===== config.mk =====
export PLATFORM = sky130hd
export DESIGN_NAME = w_stage_grf
export DESIGN_NICKNAME = d
export VERILOG_FILES = /design/src/rtl/w_stage_grf_pkg.sv /design/src/rtl/w_stage_grf_load_ext.sv /design/src/rtl/w_stage_grf.sv
export SDC_FILE = /design/constraint.sdc
export NUM_CORES = 2
export LEC_CHECK = 0
export ABC_CLOCK_PERIOD_IN_PS = 11500
export BUFFER_PORTS_ARGS = -buffer_cell sky130_fd_sc_hd__buf_4
export CAP_MARGIN = 20
export CORE_ASPECT_RATIO = 1.2
export CORE_UTILIZATION = 46
export CTS_CLUSTER_SIZE = 8
export DETAILED_ROUTE_END_ITERATION = 10
export GPL_TIMING_DRIVEN = 0
export PLACE_DENSITY_LB_ADDON = 0.12
export SYNTH_ARGS = -nofsm -noshare
export SYNTH_HDL_FRONTEND = slang
export SYNTH_SLANG_ARGS = --single-unit

===== constraint.sdc =====
create_clock -name clk -period 11.5 [get_ports clk]
set_clock_uncertainty 0.1 [all_clocks]
set_input_delay 2.3 -clock clk [delete_from_list [all_inputs] [get_ports clk]]
set_output_delay 2.3 -clock clk [all_outputs]
set_load 0.01 [all_outputs]

===== src/rtl/w_stage_grf_pkg.sv =====
`default_nettype none
// mips_defs: opcode/funct encodings and W-stage decode select types.
package mips_defs;

  localparam logic [5:0] OP_RTYPE = 6'h00;
  localparam logic [5:0] OP_JAL   = 6'h03;
  localparam logic [5:0] OP_ADDIU = 6'h09;
  localparam logic [5:0] OP_SLTI  = 6'h0A;
  localparam logic [5:0] OP_SLTIU = 6'h0B;
  localparam logic [5:0] OP_ANDI  = 6'h0C;
  localparam logic [5:0] OP_ORI   = 6'h0D;
  localparam logic [5:0] OP_XORI  = 6'h0E;
  localparam logic [5:0] OP_LUI   = 6'h0F;
  localparam logic [5:0] OP_LB    = 6'h20;
  localparam logic [5:0] OP_LH    = 6'h21;
  localparam logic [5:0] OP_LW    = 6'h23;
  localparam logic [5:0] OP_LBU   = 6'h24;
  localparam logic [5:0] OP_LHU   = 6'h25;

  localparam logic [5:0] FN_SLL   = 6'h00;
  localparam logic [5:0] FN_SRL   = 6'h02;
  localparam logic [5:0] FN_SRA   = 6'h03;
  localparam logic [5:0] FN_SLLV  = 6'h04;
  localparam logic [5:0] FN_SRLV  = 6'h06;
  localparam logic [5:0] FN_SRAV  = 6'h07;
  localparam logic [5:0] FN_JALR  = 6'h09;
  localparam logic [5:0] FN_MOVZ  = 6'h0A;
  localparam logic [5:0] FN_MOVN  = 6'h0B;
  localparam logic [5:0] FN_MFHI  = 6'h10;
  localparam logic [5:0] FN_MFLO  = 6'h12;
  localparam logic [5:0] FN_ADDU  = 6'h21;
  localparam logic [5:0] FN_SUBU  = 6'h23;
  localparam logic [5:0] FN_AND   = 6'h24;
  localparam logic [5:0] FN_OR    = 6'h25;
  localparam logic [5:0] FN_XOR   = 6'h26;
  localparam logic [5:0] FN_NOR   = 6'h27;
  localparam logic [5:0] FN_SLT   = 6'h2A;
  localparam logic [5:0] FN_SLTU  = 6'h2B;

  localparam logic [4:0] REG_RA   = 5'd31;

  typedef enum logic [1:0] {WD_ALU, WD_DM, WD_PC8, WD_HILO} wd_sel_e;
  typedef enum logic [1:0] {DST_RD, DST_RT, DST_RA} dst_sel_e;
  typedef enum logic [2:0] {LD_W, LD_B, LD_BU, LD_H, LD_HU} ld_type_e;

endpackage
`default_nettype wire


===== src/rtl/w_stage_grf_load_ext.sv =====
`default_nettype none
// load_ext: selects the addressed byte/halfword of a DM word and extends it.
module load_ext
  import mips_defs::*;
(
  input  logic [31:0] word,
  input  logic [1:0]  offset,
  input  ld_type_e    ld_type,
  output logic [31:0] data
);

  logic [7:0]  byte_v;
  logic [15:0] half_v;

  // An odd halfword offset is not trapped; only offset[1] picks the half.
  always_comb begin
    byte_v = word[8*offset +: 8];
    half_v = offset[1] ? word[31:16] : word[15:0];
    data   = word;
    case (ld_type)
      LD_B:    data = {{24{byte_v[7]}}, byte_v};
      LD_BU:   data = {24'b0, byte_v};
      LD_H:    data = {{16{half_v[15]}}, half_v};
      LD_HU:   data = {16'b0, half_v};
      default: data = word;
    endcase
  end

endmodule
`default_nettype wire


===== src/rtl/w_stage_grf.sv =====
`default_nettype none
// w_stage_grf: W-stage decode, write-data select and 32x32 register file
// with write-through bypass on both D-stage read ports.
module w_stage_grf
  import mips_defs::*;
#(
  parameter int NREG = 32,
  parameter int DW   = 32
) (
  input  logic          clk,
  input  logic          reset,
  input  logic [31:0]   W_instr,
  input  logic [DW-1:0] W_dm,
  input  logic [DW-1:0] W_ALUresult,
  input  logic [DW-1:0] W_pc,
  input  logic [DW-1:0] W_HILO,
  input  logic          W_cmpresult,
  input  logic [4:0]    D_rs_addr,
  input  logic [4:0]    D_rt_addr,
  output logic [DW-1:0] D_rd1,
  output logic [DW-1:0] D_rd2,
  output logic          W_we,
  output logic [4:0]    W_waddr,
  output logic [DW-1:0] W_wdata
);

  logic [5:0] opcode, funct;
  logic [4:0] rt, rd;
  assign opcode = W_instr[31:26];
  assign funct  = W_instr[5:0];
  assign rt     = W_instr[20:16];
  assign rd     = W_instr[15:11];
  wire unused_fields = &{1'b0, W_instr[25:21], W_instr[10:6]};

  logic     cls_writes, cond_write;
  dst_sel_e dst_sel;
  wd_sel_e  wd_sel;
  ld_type_e ld_type;

  always_comb begin
    cls_writes = 1'b0;
    cond_write = 1'b0;
    dst_sel    = DST_RD;
    wd_sel     = WD_ALU;
    ld_type    = LD_W;
    case (opcode)
      OP_RTYPE: begin
        case (funct)
          FN_ADDU, FN_SUBU, FN_AND, FN_OR, FN_NOR, FN_XOR, FN_SLT, FN_SLTU,
          FN_SLL, FN_SRL, FN_SRA, FN_SLLV, FN_SRLV, FN_SRAV:
            cls_writes = 1'b1;
          FN_JALR: begin
            cls_writes = 1'b1;
            wd_sel     = WD_PC8;
          end
          FN_MFHI, FN_MFLO: begin
            cls_writes = 1'b1;
            wd_sel     = WD_HILO;
          end
          FN_MOVZ, FN_MOVN: begin
            cls_writes = 1'b1;
            cond_write = 1'b1;
          end
          default: cls_writes = 1'b0;
        endcase
      end
      OP_ADDIU, OP_ANDI, OP_ORI, OP_XORI, OP_LUI, OP_SLTI, OP_SLTIU: begin
        cls_writes = 1'b1;
        dst_sel    = DST_RT;
      end
      OP_LW, OP_LH, OP_LHU, OP_LB, OP_LBU: begin
        cls_writes = 1'b1;
        dst_sel    = DST_RT;
        wd_sel     = WD_DM;
        case (opcode)
          OP_LB:   ld_type = LD_B;
          OP_LBU:  ld_type = LD_BU;
          OP_LH:   ld_type = LD_H;
          OP_LHU:  ld_type = LD_HU;
          default: ld_type = LD_W;
        endcase
      end
      OP_JAL: begin
        cls_writes = 1'b1;
        dst_sel    = DST_RA;
        wd_sel     = WD_PC8;
      end
      default: cls_writes = 1'b0;
    endcase
  end

  logic [DW-1:0] ld_data;
  load_ext u_load_ext (
    .word    (W_dm),
    .offset  (W_ALUresult[1:0]),
    .ld_type (ld_type),
    .data    (ld_data)
  );

  logic [4:0]    dest;
  logic [DW-1:0] sel_data;

  always_comb begin
    case (dst_sel)
      DST_RT:  dest = rt;
      DST_RA:  dest = REG_RA;
      default: dest = rd;
    endcase
    case (wd_sel)
      WD_DM:   sel_data = ld_data;
      WD_PC8:  sel_data = W_pc + DW'(8);
      WD_HILO: sel_data = W_HILO;
      default: sel_data = W_ALUresult;
    endcase
  end

  assign W_we    = cls_writes && (dest != 5'd0) && (!cond_write || W_cmpresult);
  assign W_waddr = W_we ? dest : 5'd0;
  assign W_wdata = W_we ? sel_data : '0;

  // $0 has no storage; index 0 is never written or read from the array.
  logic [DW-1:0] regs [1:NREG-1];

  always_ff @(posedge clk) begin
    if (reset) begin
      for (int i = 1; i < NREG; i++) regs[i] <= '0;
    end else if (W_we) begin
      regs[W_waddr] <= W_wdata;
    end
  end

  logic [4:0]    rd_addr [2];
  logic [DW-1:0] rd_data [2];
  assign rd_addr[0] = D_rs_addr;
  assign rd_addr[1] = D_rt_addr;

  for (genvar p = 0; p < 2; p++) begin : g_rd_port
    always_comb begin
      if (rd_addr[p] == 5'd0)
        rd_data[p] = '0;
      else if (W_we && rd_addr[p] == W_waddr)
        rd_data[p] = W_wdata;
      else
        rd_data[p] = regs[rd_addr[p]];
    end
  end

  assign D_rd1 = rd_data[0];
  assign D_rd2 = rd_data[1];

endmodule
`default_nettype wire


---- Yosys cells after proc, flatten, opt, wreduce, memory -nomap -nowiden ----
Memory sizes are Yosys's and may differ from the RTL's.
Cells that the tools add are included.
word-level totals
  flip-flop bits (word level) ............. 0
  latch bits .............................. 0
  RAM bits ................................ 992
  memory bits (read-only) ................. 0
  word-level logic and storage cells ...... 90
  memories kept ........................... 1
memories
  name  words  width  read ports  clocked after memory_dff  wr ports  RTL line            source
  regs  31     32     2           0                         31        w_stage_grf.sv:122  logic [DW-1:0] regs [1:NREG-1];
operators by class
  add/sub/neg operators ................... 1
  multipliers ............................. 0
  divide/modulo/power cells ............... 0
  $lt $le $gt $ge ......................... 0
  equal/unequal tests ..................... 42
  shift-type cells ........................ 1
  muxes and demuxes ....................... 27
  bitwise logic cells ..................... 0
  reduce and logical (&&, ||, !) cells .... 18
operator list
  operator                 number
  $mux W32                 6
  $pmux W32 S4             1
  $pmux W32 S3             1
  $eq A6 B6 Y1 const B     13
  $eq A6 B4 Y1 const B     10
  $add A32 B4 Y32 const B  1
  $reduce_or A32 Y1        1
  $shiftx A32 B6 Y8        1
  $reduce_or A19 Y1        1
  $eq A6 B2 Y1 const B     3
  $eq A6 B3 Y1 const B     3
  $mux W16                 1
  $reduce_or A13 Y1        1
  $eq A6 B5 Y1 const B     2
  $logic_not A6 Y1         2
  $pmux W3 S4              1
  $reduce_or A12 Y1        1
  $eq A5 B5 Y1             2
  $logic_not A5 Y1         2
  $mux W5                  2
  $pmux W5 S2              1
  $mux W1                  9
  $pmux W2 S2              2
  $eq A2 B2 Y1 const B     3
  13 further kinds         19

---- Depth between registers and ports, before layout ----
  depth in word-level cells ............... 13
  mapped depth ............................ 15
  depth with buffers taken out ............ 11

---- Modules after synthesis ----
Synthesis repeated with hierarchy kept, for this count alone.
unflattened totals
  cells, all modules ...................... 3972
  area total of the unflattened synthesis .. 55841.1 µm²
by module, submodules not included
  module       instances  cells each  area each (µm²)
  w_stage_grf  1          3852        54991.5
  load_ext     1          120         849.6

---- Worst setup path before layout ----
Ideal clock, no wire load.
  path kind ............................... input to output
  from .................................... in W_instr[31]
  to ...................................... out D_rd2[19]
  arrival time ............................ 5.645 ns
  data required time ...................... 9.100 ns
  slack ................................... 3.455 ns
  stages .................................. 14
  path buffers ............................ 4
  cells stage by stage .................... clkbuf_2 > nor4_2 > nand3_2 > inv_1 > buf_2 > ha_1 > a21oi_1 > o21ai_0 > clkbuf_1 > xor2_1 > nor4_2 > nand2_2 > buf_2 > o31ai_1
on the way
  word-level cells in the longest chain between the ends .. 13
  elaborated cells between the ends (all ways) .. 46
ends and longest elaborated chain
  what                                          RTL line                              source
  from (decl)                                   w_stage_grf.sv:12                     input logic [31:0] W_instr,
  $eq A6 B6 Y1, or another cell as far along    w_stage_grf.sv:46, w_stage_grf.sv:75
  $reduce_or A12 Y1 (no line)                   -
  $pmux W2 S2                                   w_stage_grf.sv:46                     case (opcode)
  $eq A2 B2 Y1 or $eq A2 B1 Y1 (tied branches)  w_stage_grf.sv:104                    case (dst_sel)
  $pmux W5 S2                                   w_stage_grf.sv:104
  $reduce_bool A5 Y1                            w_stage_grf.sv:117                    assign W_we = cls_writes && (dest != 5'd0) && (!cond_write || W_cmpresult);
  $logic_and A1 B1 Y1 (2 in series)             w_stage_grf.sv:117
  $mux W5                                       w_stage_grf.sv:118                    assign W_waddr = W_we ? dest : 5'd0;
  $eq A5 B5 Y1                                  w_stage_grf.sv:141                    else if (W_we && rd_addr[p] == W_waddr)
  $logic_and A1 B1 Y1                           w_stage_grf.sv:141
  $mux W32 (*)                                  w_stage_grf.sv:141
  $mux W32 (*)                                  w_stage_grf.sv:139                    if (rd_addr[p] == 5'd0)
  to (decl)                                     w_stage_grf.sv:21                     output logic [DW-1:0] D_rd2,
Mark *: on every way between the ends. The rest lies on a longest branch, timed or not.

---- Worst setup path after layout ----
  from .................................... in W_instr[28]
  to ...................................... out D_rd2[29]
Same word-level chain as after synthesis.

==> qor.txt <==
Grt met2 use -> 64.4%
Fin crit share -> 100%
CP startpoint kind -> input pin
Root Buffer -> clkbuf_16
Vias in the first global route -> 45200
Slew margin rel. -> 9.59%
Met3 GRT Util -> 18.6%
Routed vias/inst -> 7.33
Pre-antenna DRT Iters -> 9
CTS tree -> yes
Max Slew Vio Count -> 0
H-tree depth -> 4
DP Area -> 61500 um2
Least-Margin Pin Slew -> 1.36 ns
Clock Path Buffers -> 3
# clock sinks -> 1024
Iter 0 DRT Violations -> 9039
Dpl cells -> 6265
Worst setup path category -> input pin to output pin
Largest regs -> regs: 1024 flops
Area share of the largest cell type after synthesis -> 54.6%
Max Cap Violations -> 0
Die H -> 385 um
RSZ-0062 raised after global routing -> false
Hold WS -> 1.97 ns
Main synth FF type -> edfxtp_1
I/O pins -> 275
Hold_buf cts -> 0
Area growth, synth to finish -> 17.1%
Die Area -> 124000 um2
Synth area leaders -> edfxtp_1, mux4_2, nor2_1
Core area -> 121000 um2
Layout cells sized above 1 -> 26.0%
Initial Util -> 46.4%
Wire length per cell -> 42.8 um
Async S/R FF share, synth -> 0%
Syn. warnings -> 0
Hold Vio Cnt, Final -> 0
Routed Antenna Nets -> 0
Worst EP required -> 9.10 ns
Reg with most FFs -> regs
Leak Pwr -> 22.1 nW
Largest net degree at the start of global routing -> 33
Met1 usage -> 52.3%
Min Clock Period, post-route -> 11.54 ns
Drt drc -> 0
Cts bufs inserted -> 146
DRT Wirelength -> 277 mm
Mapped Avg Cell Area -> 13.1 um2
GR peak layer -> met2
Total number of vias -> 47400
Outcome -> finished with violations
Total track usage -> 44.5%
GRT overflow -> 0
Fmax -> 86.7 MHz
CP arrival -> 9.14 ns
Final setup violation count -> 1
Yosys cell types -> 82
Final instance area -> 65900 um2
Buffers on Ports -> 256
Crit. End Element -> output pin
TNS Setup -> -0.0357 ns
HP Class -> input pin to register
Failing checks -> negative setup slack
Pwr dens -> 153 nW/um2
Sequential-to-total area share from yosys stat -> 54.6%
Total setup buffers inserted after CTS -> 0
Post-synth EDFFs -> 1024
Die extent in x -> 321 um
Max VDD drop -> 0.141 mV
Initial antenna violation count -> 20
RePlAce Congestion -> 1.08
Hpwl dp -> 192 mm
Rows -> 140
Final Worst Setup Slack -> -0.0357 ns
CP Max Fanout -> 10
Final #Nets -> 4981
Post-synth top area cell -> edfxtp_1
Post-synth top cells -> edfxtp_1, nor2_1, mux4_2, nor3_1, a22oi_1
Synthesized area -> 56300 um2
Post-Syn Instances -> 4290
Clock transition at path regs -> 0.05 ns
Most frequent cell after synthesis -> edfxtp_1
Seq cells post-synth -> 1024
Max reg flops -> 1024
First-pass GRT wire length -> 367 mm
Final Non-Filler Cells -> 6468
kinds of logic (layout without fill, tap and decap cells):
group / Yosys count / in the layout / synth area share [%]
adders and majority gates: 3 / 3 / 0.0667
other: 1 / 45 / 0.00666
AOI/OAI and AO/OA: 592 / 592 / 7.71
DFF: 1024 / 1024 / 54.6
muxes: 595 / 595 / 21.0
xor gates and xnor gates: 23 / 23 / 0.358
buffers and inverters: 525 / 1026 / 3.94
and+or+nand+nor: 1527 / 1527 / 12.3
power breakdown:
| group | internal, W | switching [W] |
|---|---|---|
| Combinational | 0.000584 | 0.00106 |
| Sequential | 0.00432 | 0.000103 |
| Clock | 0.00228 | 0.00175 |
| Total | 0.00719 | 0.00291 |
worst max-delay path: stages:
cell and delay, ns:
buf_4 0.15, nor4_2 0.50, nand3_2 0.34, inv_1 0.28
buf_2 0.34, ha_1 0.83, a21oi_1 0.06, o21ai_0 0.74
clkbuf_1 0.50, xor2_1 0.21, nor4_4 0.71, clkbuf_1 0.96
nand3_1 0.18, o22ai_1 0.76, buf_4 0.25
path summary, 6_finish.rpt:
kind                     from          end  cells after the start
setup / recovery  W_instr[28]    D_rd2[29]                     15
hold / removal     W_HILO[14]  regs[7][14]                      3
metal layers:
metal  vias to the layer above  routed length [um]
met2                      4615              119000
met1                     23700               89300
met5                         -                 422
met3                      1256               42300
li1                      17900                   -
met4                        24               25800
stage by stage:
stage | total power (W) | setup slack [ns] | util (%)
finish | 0.0101 | -0.0357 | 54.3
global route | 0.0102 | 0.0318 | 54.3
global placement | 0.00598 | -0.0252 | 49.7
detailed placement | 0.00602 | -0.0420 | 50.6
floorplan | 0.00527 | 3.45 | -
CTS | 0.00995 | 0.331 | 54.0
cells in the final DEF (no fill, tap or decap), drive strengths merged, types with 74 or more instances in the layout:
master,count
nand3,78
buf,581
mux4,466
nor3,430
clkbuf,391
nor2,663
mux2i,121
a22oi,305
a21oi,74
nand2,182
edfxtp,1024
layout make-up:
class	instances	area, um2
antenna	13	32.5
multi-input combinational	2772	23600
clock inverter	17	342
clock buffer	148	3680
timing repair buffer	336	3210
tap	1633	2040
sequential	1024	30700
fill	10300	55500
inverter	37	139
buffer	488	2090
repair_timing:
item	4_1_cts	5_1_grt
endpoints found under the setup margin	1	1
pin swaps	0	0
gates resized for setup	1	1
(Power assumes the default switching activity.)
